**src/rtl/uart_rx_fifo_if.sv**
```systemverilog
// uart_rx_fifo_if: serial input, FIFO read side and status of the UART receiver
interface uart_rx_fifo_if #(
  parameter int DATA_BITS = 8,
  parameter int DEPTH = 4
);
  logic rx;
  logic rd_en;
  logic ovr_clr;
  logic [DATA_BITS-1:0] rx_data;
  logic rx_valid;
  logic parity_error;
  logic framing_error;
  logic overrun;
  logic break_det;
  logic [$clog2(DEPTH):0] level;
  modport slave (
    input rx, rd_en, ovr_clr,
    output rx_data, rx_valid, parity_error, framing_error, overrun, break_det, level
  );
  modport master (
    output rx, rd_en, ovr_clr,
    input rx_data, rx_valid, parity_error, framing_error, overrun, break_det, level
  );
endinterface

```
**src/rtl/uart_rx_fifo.sv**
```systemverilog
// uart_rx_fifo: majority-voting UART receiver feeding a small frame FIFO with sticky overrun/break flags
module uart_rx_fifo #(
  parameter int DIVISOR = 5208,
  parameter int DATA_BITS = 8,
  parameter int PARITY_MODE = 1,
  parameter int STOP_BITS = 1,
  parameter int DEPTH = 4
) (
  input logic clk,
  input logic nrst,
  uart_rx_fifo_if.slave bus
);
  localparam int CW = $clog2(DIVISOR);
  localparam int AW = $clog2(DEPTH);
  localparam logic [CW-1:0] C_M0 = CW'(DIVISOR / 2 - 1);
  localparam logic [CW-1:0] C_M1 = CW'(DIVISOR / 2);
  localparam logic [CW-1:0] C_M2 = CW'(DIVISOR / 2 + 1);
  localparam logic [CW-1:0] C_END = CW'(DIVISOR - 1);
  localparam logic [3:0] LAST_D = 4'(DATA_BITS - 1);
  localparam logic [3:0] LAST_S = 4'(STOP_BITS - 1);
  typedef enum logic [2:0] {IDLE, START, DATA, PARITY, STOP, WAIT_HIGH} state_t;
  state_t state, state_n;
  logic [1:0] sync;
  logic rx_s, rx_q, fall;
  logic [CW-1:0] cnt;
  logic [3:0] bidx;
  logic [1:0] smp;
  logic [DATA_BITS-1:0] data;
  logic par_bit, fr;
  logic mid, bit_end, maj, push, fr_fin, par_err, brk;
  logic [DATA_BITS+1:0] mem [DEPTH];
  logic [DATA_BITS+1:0] head;
  logic [AW-1:0] wp, rp;
  logic [AW:0] lvl;
  logic full, pop, wr, ovr_set, ovr, brk_det;
  assign rx_s = sync[1];
  assign fall = rx_q & ~rx_s;
  always_comb begin
    mid = cnt == C_M2;
    bit_end = cnt == C_END;
    maj = (smp[0] & smp[1]) | (smp[0] & rx_s) | (smp[1] & rx_s);
    push = state == STOP && mid && bidx == LAST_S;
    fr_fin = fr | ~maj;
    par_err = PARITY_MODE == 0 ? 1'b0 : (^data ^ par_bit) ^ (PARITY_MODE == 2);
    brk = fr_fin && data == '0 && (PARITY_MODE == 0 || !par_bit);
    full = lvl == (AW + 1)'(DEPTH);
    pop = bus.rd_en && lvl != '0;
    wr = push && (!full || pop);
    ovr_set = push && full && !pop;
    state_n = state;
    case (state)
      IDLE: state_n = fall ? START : IDLE;
      START: state_n = mid && maj ? IDLE : bit_end ? DATA : START;
      DATA: state_n = bit_end && bidx == LAST_D ? (PARITY_MODE != 0 ? PARITY : STOP) : DATA;
      PARITY: state_n = bit_end ? STOP : PARITY;
      STOP: state_n = push ? (maj ? IDLE : WAIT_HIGH) : STOP;
      WAIT_HIGH: state_n = rx_s ? IDLE : WAIT_HIGH;
      default: state_n = IDLE;
    endcase
  end
  always_ff @(posedge clk)
    if (nrst) state <= IDLE;
    else state <= state_n;
  always_ff @(posedge clk) begin
    if (nrst) begin
      sync <= 2'b11;
      rx_q <= 1'b1;
      cnt <= '0;
      bidx <= '0;
      smp <= '0;
      data <= '0;
      par_bit <= 1'b0;
      fr <= 1'b0;
      wp <= '0;
      rp <= '0;
      lvl <= '0;
      ovr <= 1'b0;
      brk_det <= 1'b0;
    end else begin
      sync <= {sync[0], bus.rx};
      rx_q <= rx_s;
      cnt <= (state == IDLE || state_n != state || bit_end) ? '0 : cnt + 1'b1;
      bidx <= state_n != state ? '0 : bit_end ? bidx + 1'b1 : bidx;
      if (cnt == C_M0) smp[0] <= rx_s;
      if (cnt == C_M1) smp[1] <= rx_s;
      if (state == DATA && mid) data <= {maj, data[DATA_BITS-1:1]};
      if (state == PARITY && mid) par_bit <= maj;
      if (state == IDLE) fr <= 1'b0;
      else if (state == STOP && mid && !maj) fr <= 1'b1;
      if (wr) wp <= wp + 1'b1;
      if (pop) rp <= rp + 1'b1;
      lvl <= lvl + (AW + 1)'(wr) - (AW + 1)'(pop);
      ovr <= ovr_set | (ovr & ~bus.ovr_clr);
      brk_det <= (push & brk) | (brk_det & ~bus.ovr_clr);
    end
  end
  always_ff @(posedge clk)
    if (wr) mem[wp] <= {fr_fin, par_err, data};
  assign head = lvl != '0 ? mem[rp] : '0;
  assign {bus.framing_error, bus.parity_error, bus.rx_data} = head;
  assign bus.rx_valid = lvl != '0;
  assign bus.level = lvl;
  assign bus.overrun = ovr;
  assign bus.break_det = brk_det;
endmodule

```
**src/flat_wrapper.sv**
```systemverilog
// flat-port wrapper written by rule: the top's interface ports become plain ports
module uart_rx_fifo_flat 
#(
  parameter int DIVISOR = 5208,
  parameter int DATA_BITS = 8,
  parameter int PARITY_MODE = 1,
  parameter int STOP_BITS = 1,
  parameter int DEPTH = 4
)
  (clk, nrst, bus_rx, bus_rd_en, bus_ovr_clr, bus_rx_data, bus_rx_valid, bus_parity_error, bus_framing_error, bus_overrun, bus_break_det, bus_level);
  uart_rx_fifo_if #(.DATA_BITS(DATA_BITS), .DEPTH(DEPTH)) bus_i ();
  input logic clk;
  input logic nrst;
  input wire logic [$bits(bus_i.rx)-1:0] bus_rx;
  input wire logic [$bits(bus_i.rd_en)-1:0] bus_rd_en;
  input wire logic [$bits(bus_i.ovr_clr)-1:0] bus_ovr_clr;
  output wire logic [$bits(bus_i.rx_data)-1:0] bus_rx_data;
  output wire logic [$bits(bus_i.rx_valid)-1:0] bus_rx_valid;
  output wire logic [$bits(bus_i.parity_error)-1:0] bus_parity_error;
  output wire logic [$bits(bus_i.framing_error)-1:0] bus_framing_error;
  output wire logic [$bits(bus_i.overrun)-1:0] bus_overrun;
  output wire logic [$bits(bus_i.break_det)-1:0] bus_break_det;
  output wire logic [$bits(bus_i.level)-1:0] bus_level;
  assign bus_i.rx = bus_rx;
  assign bus_i.rd_en = bus_rd_en;
  assign bus_i.ovr_clr = bus_ovr_clr;
  assign bus_rx_data = bus_i.rx_data;
  assign bus_rx_valid = bus_i.rx_valid;
  assign bus_parity_error = bus_i.parity_error;
  assign bus_framing_error = bus_i.framing_error;
  assign bus_overrun = bus_i.overrun;
  assign bus_break_det = bus_i.break_det;
  assign bus_level = bus_i.level;
  uart_rx_fifo #(.DIVISOR(DIVISOR), .DATA_BITS(DATA_BITS), .PARITY_MODE(PARITY_MODE), .STOP_BITS(STOP_BITS), .DEPTH(DEPTH)) u_core (.clk(clk), .nrst(nrst), .bus(bus_i));
endmodule
```
**config.mk**
```make
export PLATFORM = sky130hd
export DESIGN_NAME = uart_rx_fifo_flat
export DESIGN_NICKNAME = d
export VERILOG_FILES = /design/src/rtl/uart_rx_fifo_if.sv /design/src/rtl/uart_rx_fifo.sv /design/src/flat_wrapper.sv
export SDC_FILE = /design/constraint.sdc
export NUM_CORES = 1
export LEC_CHECK = 0
export ABC_AREA = 1
export BUFFER_PORTS_ARGS = -buffer_cell sky130_fd_sc_hd__buf_4
export CORE_AREA = 3 3 90 92
export CTS_CLUSTER_DIAMETER = 120
export DETAILED_ROUTE_END_ITERATION = 8
export DIE_AREA = 0 0 93 95
export GPL_TIMING_DRIVEN = 0
export HOLD_SLACK_MARGIN = 0.1
export PLACE_DENSITY_LB_ADDON = 0.3
export RECOVER_POWER = 100
export SLEW_MARGIN = 20
export SYNTH_ARGS = -nofsm -noshare
export SYNTH_HDL_FRONTEND = slang
export SYNTH_SLANG_ARGS = --single-unit
export TNS_END_PERCENT = 50
```
**constraint.sdc**
```tcl
create_clock -name clk -period 3 [get_ports clk]
set_input_delay 0.6 -clock clk [delete_from_list [all_inputs] [get_ports clk]]
set_output_delay 0.6 -clock clk [all_outputs]
set_load 0.01 [all_outputs]
```
# [After elaboration in Yosys (flattened, before gate mapping)]
# Memory sizes are Yosys's and may differ from the RTL's. A register that Yosys moved wholly into a read port is not among the register bits.
# Cells that the tools add are included.
[op_classes] add_sub_neg=6 n_mul=0 n_div=0 order_cmp=0 n_eq_ne=12 n_shift=0 muxes=14 bitwise=16 reduce_logical=28
[ops] operator="== test 13 x 12 -> 1 bit (second input constant)" n=3
[ops] operator="one-hot mux 3 bit (6 select lines)" n=1
[ops] operator="2-to-1 mux 3 bit" n=5
[ops] operator="adder 13 x 1 -> 13 bit (second input constant)" n=1
[ops] operator="== test 13 bit (second input constant)" n=1
[ops] operator="logical AND 1 bit" n=13
[ops] operator="2-to-1 mux 10 bit" n=1
[ops] operator="== test 3 bit (second input constant)" n=3
[ops] operator="logical NOT 8 bit" n=1
[ops] operator="parity 8 bit" n=1
[ops] operator="bitwise AND 1 bit" n=7
[ops] operator="== test 3 x 2 -> 1 bit (second input constant)" n=2
[ops] operator="2-to-1 mux 2 bit" n=3
[ops] operator="OR reduction 2 bit" n=3
[ops] operator="bitwise OR 1 bit" n=5
[ops] operator="adder 2 x 1 -> 2 bit (second input constant)" n=2
[ops] operator="adder 4 x 1 -> 4 bit (second input constant)" n=1
[ops] operator="== test 4 x 3 -> 1 bit (second input constant)" n=1
[ops] operator="logical NOT 1 bit" n=4
[ops] operator="logical NOT 4 bit" n=1
[ops] operator="2-to-1 mux 1 bit" n=4
[ops] operator="adder 3 x 1 -> 3 bit" n=1
[ops] operator="== test 3 x 1 -> 1 bit (second input constant)" n=1
[ops] operator="logical NOT 3 bit" n=1
[ops] operator="other kinds (6)" n=10
[word_totals] register_bits=44 latchBits=0 mem_bits_rw=40 romBits=0 in_bits=5 output_inout_bits=16 word_cells=92 mem_count=1
[mem_list] memory="u_core.mem" depth=4 word_bits=10 read_ports=1 rd_ports_with_merged_regs=1 wr=1 line="uart_rx_fifo.sv:31" rtl="logic [DATA_BITS+1:0] mem [DEPTH];"

# [Depth between registers and ports, before layout]
# Gate-level depths: netlist of run 1.
[logic_depth] word_depth=10 depth_mapped=15 depth_no_buf=15

# [Worst setup path before layout of run 1]
# No wires, ideal clock.
[synth_path] path_type="flip-flop to flip-flop" from="register u_core.cnt[0]" to="register u_core.lvl[2], in the netlist u_core.bus.level[2]" setup_time_ns=0.128 arrival_ns=2.185 t_required_ns=2.872 setup_slack_ns=0.687 stages_incl_launch_ff=15 path_buffers=0 period_less_slack_ns=2.313 cell_sequence="dfxtp_1 ha_1 inv_1 nor2_1 nand3_1 nor2_2 and3_1 nand2_1 inv_1 ha_1 inv_1 fa_1 xor2_1 o21ai_0 a21oi_1"
[synth_via] elab_chain_len=6
[synth_lines] item="start, declared" line="uart_rx_fifo.sv:25" rtl="logic [CW-1:0] cnt;"
[synth_lines] item="start signal, assigned" line="uart_rx_fifo.sv:82" rtl="cnt <= (state == IDLE || state_n != state || bit_end) ? '0 : cnt + 1'b1;"
[synth_lines] item="== test 13 x 12 -> 1 bit" line="uart_rx_fifo.sv:39" rtl="mid = cnt == C_M2;"
[synth_lines] item="logical AND 1 bit (2 in series)" line="uart_rx_fifo.sv:42" rtl="push = state == STOP && mid && bidx == LAST_S;"
[synth_lines] item="logical AND 1 bit" line="uart_rx_fifo.sv:48" rtl="wr = push && (!full || pop);"
[synth_lines] item="net u_core.wr" line="uart_rx_fifo.sv:35" rtl="logic full, pop, wr, ovr_set, ovr, brk_det;"
[synth_lines] item="adder 3 x 1 -> 3 bit" line="uart_rx_fifo.sv:92" rtl="lvl <= lvl + (AW + 1)'(wr) - (AW + 1)'(pop);"
[synth_lines] item="subtractor 3 x 1 -> 3 bit" line="uart_rx_fifo.sv:92"
[synth_lines] item="end signal, assigned" line="uart_rx_fifo.sv:92"
[synth_lines] item="end, declared" line="uart_rx_fifo.sv:34" rtl="logic [AW:0] lvl;"
# The timed path passes the listed nets, and every way through them passes these cells.
# A chain may end at the register's enable or synchronous reset.

# [Final worst setup path of run 1]
[layout_path] from="register u_core.cnt[0]" to="memory u_core.mem[2][6] (netlist name) (enable)"
[layout_via] elab_chain_len=6
[layout_lines] item="== test 13 x 12 -> 1 bit" line="uart_rx_fifo.sv:39"
[layout_lines] item="logical AND 1 bit (2 in series)" line="uart_rx_fifo.sv:42"
[layout_lines] item="logical AND 1 bit" line="uart_rx_fifo.sv:48"
[layout_lines] item="2-to-1 mux 1 bit" line="uart_rx_fifo.sv:98" rtl="if (wr) mem[wp] <= {fr_fin, par_err, data};"
[layout_lines] item="2-to-1 mux 1 bit (not written as such)" line="uart_rx_fifo.sv:98"
[layout_lines] item="end, declared" line="uart_rx_fifo.sv:31"
# Every way passes these cells.

==> run summary, run 1 <==
Among cell families on the critical path, the largest total delay comes from simple AND/OR/NAND/NOR gates. The number of instances in the synthesized netlist is 444. The signal arrival time at the worst endpoint is 2.62 ns. In this run the number of H-tree levels came out at 3. The detailed-placement wirelength estimate came out at 5.43 mm. The number of buffers inserted by post-CTS setup repair is 0. During I/O placement, the number of pins put on the boundary was 21. For this design the static power due to leakage is 1.64 nW. The critical path startpoint is u_core.cnt[0].

The first detailed-routing pass ran for 5 iterations. In the finished design, the share of the clock period the worst path needs comes to 0.882. The share of Yosys cell area claimed by the top area cell type is 0.296.

The worst register-to-register path ends at u_core.mem[2][6]. For this run, the leading register cell type out of synthesis is sky130_fd_sc_hd__dfxtp_1. The cell taking the most area after synthesis is sky130_fd_sc_hd__edfxtp_1. The count of buffering cells on the critical path with inverters included came out at 1. The part of the Yosys area used for sequential elements is 0.523. The worst-margin pin slew is 0.981 ns.

Timing would allow up to 378 MHz. The die width came out at 93 um. When the netlist entered floorplanning its net count stood at 465. STA classifies the critical path endpoint as a flop.

The ratio of total power to cell area came out at 592 nW/um^2. The layout filler cell count is 648. The largest clock skew in the final design came out at 0.00664 ns. The number of standard-cell rows in the floorplan came out at 31. Clock-pin slew was measured on the worst setup and hold paths at 0.08 ns.

The number of different library cells in the post-synthesis netlist came out at 33. The overall power of the completed layout is 2.61 mW. The last weighted congestion value of the routability-driven placer came out at 0.850. The most numerous cell type found on the critical path is sky130_fd_sc_hd__nor2_1.

The hold buffer count at CTS came out at 0. Across every metal layer, demand over resource in global routing totals 0.185. Dividing the detail-routed via count by the number of cells gives 5.14. The total clock buffers created by CTS came out at 9. The signal on the critical path passes through ha_1, inv_1, nor2_1, nand3_1, nor2_2, and3_1, nand2_1, nor2_1.

The maximum resistive drop on vdd is 268 uV. The global-route wire length before repair is 12.7 mm. The number of warnings issued by yosys is 0. During placement, the flow inserted port buffers numbering 20. The total non-filler cell area in the finished layout came out at 4410 um^2. STA classifies the critical path startpoint as a flop. The flow ran to the end, and the final reports show no timing, DRC or antenna violations. Wires add up to 7.65 mm. The most frequent cell after synthesis is sky130_fd_sc_hd__nor2_1. The setup check on the worst reg-to-reg path leaves a slack of 0.36 ns. For the worst flop-to-flop path, the logic depth is 8. The number of global-route vias before repair is 2871. The area growth from synthesis to layout is 8.61%. The number of vias in the routed layout is 2977. The number of antenna violations at the first check in global routing was 0.

The post-detailed-placement cell area is 4330 um^2. The final net count is 496. Counting flops with an async set or reset pin after synthesis yields a share of 0.

Setup repair after global routing left no endpoint under its margin. The worst path in the final design needs a cycle of 2.64 ns, including I/O delays and setup. The required time of the critical path came out at 2.97 ns. Ranked by total cell area, the synthesized netlist is headed by sky130_fd_sc_hd__edfxtp_1, sky130_fd_sc_hd__dfxtp_1, sky130_fd_sc_hd__nor2_1, sky130_fd_sc_hd__inv_1, sky130_fd_sc_hd__o21ai_0. The tree is rooted in a sky130_fd_sc_hd__clkbuf_8. The worst-skew pair later-pin latency came out at 0.34 ns. After routing, the total negative slack on setup checks comes to 0 ns. The routed wirelength normalized by instance count is 13.2 um. The mean cell area of the mapped netlist is 9.14 um^2. The simple-gate area share of the yosys netlist is 0.224. Of all nets on the critical path, the largest fanout is 10.

The max-slew violation total from the final report came out at 0. The height of the die came out at 95 um. The hold violation count in the final report is 0.

The xor and xnor fraction of the mapped netlist area is 0.0367. The maximum cell stage delay along the critical path came out at 0.79 ns. Once the clock tree was built, the resizer swapped 0 gates to a different size.

The total congestion overflow after global routing is 0. The relative max-transition margin came out at 0.343. The path class of the tightest hold or removal check is flop to flop. The commonest cells after synthesis are sky130_fd_sc_hd__nor2_1, sky130_fd_sc_hd__inv_1, sky130_fd_sc_hd__dfxtp_1.

The critical path is of the flop to flop type. The mux contribution to synthesized area is 0. The final antenna diode count is 0. The clock tree from TritonCTS is yes. The tool flagged a number of max-cap violations equal to 0. In this run, synthesis inferred 40 flip-flops with an integrated enable. The first-iteration detailed-routing DRC count came out at 144. After synthesis, the largest family of logic cells by area is simple AND/OR/NAND/NOR gates. The synthesized-area fraction occupied by adder cells came out at 0.0512. For this design, the slowest cell found on the critical path is sky130_fd_sc_hd__nor2_1. The count of antenna-violating nets left after detailed routing is 0. The initial core utilization came out at 0.556. The netlist area before placement is 4060 um^2. The die covers 8840 um^2. Entering global routing, the biggest net connects 16 pins. The startpoint identified for the worst register-to-register timing path is u_core.cnt[0]. The compound-gate portion of the synthesized area was 0.0925. The flip-flop and latch count after synthesis is 86. Clock tree synthesis found a total of 86 sinks.

The fraction of final layout cells with drive strength greater than 1 is 0.108. The termination of the worst setup path is u_core.mem[2][6]. The number of gates on the worst path with buffers counted came out at 8. The count of final setup violators came out at 0. The number of buffers on the longest clock path came out at 2.

After detailed routing, the number of remaining DRC violations is 0. The standard cell core area came out at 7290 um^2.
## layout make-up
type	instances	area, um^2	share of cell area
multi-input cells	283	1600	0.362
clock inverters	7	71.3	0.0162
plain buffers	10	38.8	0.00880
flip-flops and latches	86	2120	0.482
inverters	65	244	0.0554
clock buffers	9	124	0.0281
well taps	99	124	0.0281
repair buffers	20	86.3	0.0196
## report_power, final
group | total [mW] | switching [mW] | internal [mW] | leakage [nW]
combinational | 0.525 | 0.362 | 0.163 | 0.733
clock | 0.799 | 0.413 | 0.386 | 0.0937
sequential | 1.29 | 0.0351 | 1.25 | 0.813
## routing by layer
metal | track usage | vias up | routed length [um] | share of wire
li1 | - | 1497 | - | -
met1 | 0.219 | 1383 | 3410 | 0.45
met2 | 0.322 | 79 | 3760 | 0.49
met3 | 0.0271 | 18 | 280 | 0.037
met4 | 0.103 | 0 | 201 | 0.026
met5 | 0 | - | 0 | 0
## kinds of logic after synthesis
| logic type | Yosys count |
|---|---|
| xor+xnor | 17 |
| fa+ha+maj | 16 |
| flops | 86 |
| buf+inv | 75 |
| compound gates | 74 |
| simple gates | 176 |
## sequential cells by signal, summed over array words and instances, names as in the netlist, named ones only
register              count
u_core.rp                 2
u_core.mem               40
u_core.bus.break_det      1
u_core.bus.overrun        1
u_core.bus.level          3
u_core.fr                 1
u_core.wp                 2
u_core.sync               2
u_core.bidx               4
u_core.state              3
u_core.data               8
u_core.smp                2
u_core.rx_q               1
u_core.par_bit            1
u_core.cnt               13
## metrics by stage
stage          instances  hold slack [ns]   util  worst slack [ns]
6_report             579            0.419  0.604             0.355
5_1_grt              579            0.437  0.604            0.0659
4_1_cts              579            0.425  0.621             0.347
3_5_place_dp         563            0.405  0.594             0.362
3_3_place_gp         563            0.395  0.594             0.383
2_1_floorplan        444            0.389      -             0.687
## how the worst min path moves through the flow
stage | slack [ns] | start | cells after the start | endpoint
6_report | 0.42 | u_core.sync[0] | 1 | u_core.sync[1]
5_1_grt | 0.44 | bus_rx | 2 | u_core.sync[0]
4_1_cts | 0.43 | u_core.sync[0] | 1 | u_core.sync[1]
3_5_place_dp | 0.41 | u_core.sync[0] | 1 | u_core.sync[1]
3_3_place_gp | 0.40 | u_core.sync[0] | 1 | u_core.sync[1]
2_1_floorplan | 0.39 | u_core.sync[0] | 1 | u_core.sync[1]
## cells in the final DEF, fill, tap and decap left out, types with 2 or more instances in the layout
| cell type | synthesis | routed |
|---|---|---|
| sky130_fd_sc_hd__a21oi_1 | 32 | 33 |
| sky130_fd_sc_hd__buf_4 | 0 | 3 |
| sky130_fd_sc_hd__clkbuf_1 | 9 | 26 |
| sky130_fd_sc_hd__clkbuf_8 | 0 | 9 |
| sky130_fd_sc_hd__clkinv_1 | 2 | 3 |
| sky130_fd_sc_hd__clkinvlp_4 | 0 | 2 |
| sky130_fd_sc_hd__dfxtp_1 | 46 | 46 |
| sky130_fd_sc_hd__edfxtp_1 | 40 | 40 |
| sky130_fd_sc_hd__ha_1 | 15 | 15 |
| sky130_fd_sc_hd__inv_1 | 57 | 57 |
| sky130_fd_sc_hd__inv_2 | 6 | 6 |
| sky130_fd_sc_hd__inv_6 | 0 | 2 |
| sky130_fd_sc_hd__nand2_1 | 34 | 36 |
| sky130_fd_sc_hd__nand2_2 | 6 | 4 |
| sky130_fd_sc_hd__nand3_1 | 18 | 19 |
| sky130_fd_sc_hd__nand3_2 | 2 | 2 |
| sky130_fd_sc_hd__nand4_1 | 5 | 6 |
| sky130_fd_sc_hd__nand4_2 | 2 | 2 |
| sky130_fd_sc_hd__nor2_1 | 80 | 82 |
| sky130_fd_sc_hd__nor2_2 | 5 | 4 |
| sky130_fd_sc_hd__nor2_4 | 13 | 12 |
| sky130_fd_sc_hd__nor3_1 | 3 | 3 |
| sky130_fd_sc_hd__o21ai_0 | 39 | 39 |
| sky130_fd_sc_hd__or2_2 | 2 | 2 |
| sky130_fd_sc_hd__xnor2_1 | 4 | 4 |
| sky130_fd_sc_hd__xor2_1 | 13 | 13 |
Note: power is estimated with default switching activity, not from simulation.
==> inputs of run 2 (changes only) <==
CAP_MARGIN = 30   (was unset)
SKIP_CTS_REPAIR_TIMING = 1   (was unset)
clock period = 2.35 ns   (was 3 ns; I/O delays follow)
==> run 2 against run 1 <==
Against the previous run:
- the run now ends with setup timing left
- via count down 0.77%
- power grew 31%
- largest power group unchanged
- sequential share of layout area decreased by 1.7 points
- sequential power up 27%
- critical endpoint is now u_core.bus.level[2]
- highest routed layer unchanged
- critical path type unchanged
==> run summary, run 2 (synthesis results as in run 1) <==
The final net count came out at 500. The ratio of total power to cell area is 747 nW/um^2. The height of the die is 95 um. Across all setup checks in the final design, the least slack found is -0.0105 ns.

The internal power came out at 2.37 mW. The worst min-delay path category is input port to flop. TritonCTS built the clock tree. The overall power of the completed layout came out at 3.42 mW. The die width is 93 um. The pre-antenna-repair detailed-routing pass consisted of 4 iterations. In the final layout, the registers with the most flip-flops are u_core.mem (40), u_core.cnt (13), u_core.data (8).

The share of total power dissipated in the clock network is 0.300. The max-slew violation total from the final report came out at 0. The number of global-route vias before repair is 2871. The top fanout value on the critical path is 9. The all-layer global routing usage came out at 0.185.

The tree is rooted in a sky130_fd_sc_hd__clkbuf_8. After detailed placement, the design holds a cell count of 563. The number of gates on the worst path with buffers counted is 13.

After clock tree synthesis, the clock-pin slew on the worst setup and hold paths is 0.09 ns. Of the total power, the share spent switching nets is 0.305. The last weighted congestion value of the routability-driven placer came out at 0.850.

The standard cell core area is 7290 um^2. The final hold slack is 0.304 ns. On the critical path, the stage with the largest delay is an instance of sky130_fd_sc_hd__dfxtp_1. The detailed-placement wirelength estimate came out at 5.43 mm. The worst hold path passes through 2 cells. The final antenna diode count came out at 0.

Across the routed clock network, the largest skew measured is 0.00772 ns. In the routed design, unresolved DRC markers number 0. The flow ran to the end, but the final reports show violations. The required time of the critical path is 2.59 ns. OpenSTA, run right after detailed placement, puts the worst setup slack at -0.288 ns.

The pin count of the biggest net entering global routing is 16. The count of buffering cells on the critical path with inverters included came out at 2. Measured on the finished design, the core utilization comes to 0.627. The worst-margin pin slew is 0.546 ns. u_core.mem holds more flip-flops than any other register. The signal arrival time at the worst endpoint came out at 2.60 ns.

The checks that failed: setup timing. For the finished layout, the period the worst path requires is 2.36 ns. Counting every sink on the clock net gives 86. The leakage power summed over all cells is 1.74 nW.

The library cell used most frequently in the layout, excluding fill and tap cells, is sky130_fd_sc_hd__nor2_1. The number of antenna violations at the first check in global routing came to 0. The post-route non-filler standard cell count is 583.

The routed design has 7.78 mm of wire. The level count of the clock H-tree came out at 3. In the layout the commonest cells are sky130_fd_sc_hd__nor2_1, sky130_fd_sc_hd__inv_1, sky130_fd_sc_hd__dfxtp_1.

The total non-filler cell area in the finished layout is 4580 um^2. The hold violation count in the final report came out at 0. The post-detailed-placement cell area came out at 4330 um^2. The worst-skew pair later-pin latency is 0.35 ns. The initialized floorplan defines 31 standard-cell rows.

The number of port buffers came out at 20. The number of cells on the worst reg-to-reg path came out at 13. After global routing the overflow that remains totals 0.

The ratio of final minimum period to clock period is 1.00. Once detail routing completed, the nets flagged for antenna violations numbered 0. The fraction of final layout cells with drive strength greater than 1 is 0.180.

The floorplan die area came out at 8840 um^2. The first-iteration detailed-routing DRC count is 144. The maximum resistive drop on vdd came out at 339 uV.

The number of buffers on the longest clock path came out at 2. In this design, the largest share of critical-path delay is due to simple AND/OR/NAND/NOR gates. The highest achievable clock rate came out at 424 MHz. The area growth from synthesis to final layout came out at 12.8%. The final route contains 2954 vias. The most numerous cell type found on the critical path is sky130_fd_sc_hd__inv_1.

Measured against its own limit, the worst slew margin works out to 0.636. TritonCTS created 9 clock buffers. The worst setup path is launched from a flop.

The net switching power of the design is 1.04 mW. Setup repair after global routing could not meet its margin everywhere. The initial core utilization is 0.556. Walking the worst path, the cells encountered are nand2_2, nor2_1, nand3_1, nor2_4, and3_4, nand2_4, inv_1, ha_1, inv_1, fa_1, xor2_1, o21ai_0, a21oi_1. For this design the top-level I/O count stands at 21.

The ratio of routed vias to standard cells came out at 5.07. After routing, the total negative slack on setup checks comes to -0.0105 ns. The first global-routing pass estimated 12.7 mm of wire. Of the total power, registers draw 0.480. The worst setup path is captured at a flop. The share of total power dissipated in combinational logic is 0.220. The routed wirelength normalized by instance count came out at 13.3 um. The count of final setup violators came out at 1. The critical path in this run is classified as flop to flop. The register with the most flip-flops in the layout has 40 of them. The number of max-capacitance violations reported came out at 0.

The largest single stage delay on the critical path is 0.45 ns.
run 2: final cells by class:
class / count / area [um^2]
clock buffer: 9 / 124
fill: 616 / 2720
inverter: 65 / 244
tap: 99 / 124
timing repair buffer: 24 / 165
sequential: 86 / 2130
multi-input combinational: 283 / 1670
buffer: 10 / 52.6
clock inverter: 7 / 71.3
run 2: worst reg2reg max path, delay by kind of cell, from the launching register on:
family          cells  cell delay [ns]
compound gates      2             0.19
xor+xnor            1             0.16
fa+ha+maj           2             0.50
buf+inv             2             0.11
flops               1             0.45
simple gates        6             0.84
run 2: power by group through the flow:
stage	combinational, mW	sequential [mW]	clock [mW]
after global placement	0.733	1.68	0
final	0.752	1.64	1.02
after CTS	0.756	1.64	1.04
after detailed placement	0.755	1.68	0
after floorplan	0.448	1.68	0
after global routing	0.838	1.65	1.10
run 2: routing by layer:
layer	vias to the layer above	global-route usage	wire length (um)
met5	-	0	0
met4	0	0.103	147
met3	14	0.0271	187
met2	46	0.322	3970
met1	1384	0.219	3470
li1	1510	-	-
run 2: final timing paths:
| kind | start | end | slack [ns] |
|---|---|---|---|
| max | u_core.cnt[3] | u_core.bus.level[2] | -0.01 |
| min | bus_rx | u_core.sync[0] | 0.30 |
| max reg2reg | u_core.cnt[3] | u_core.bus.level[2] | -0.01 |
| min reg2reg | u_core.sync[0] | u_core.sync[1] | 0.42 |
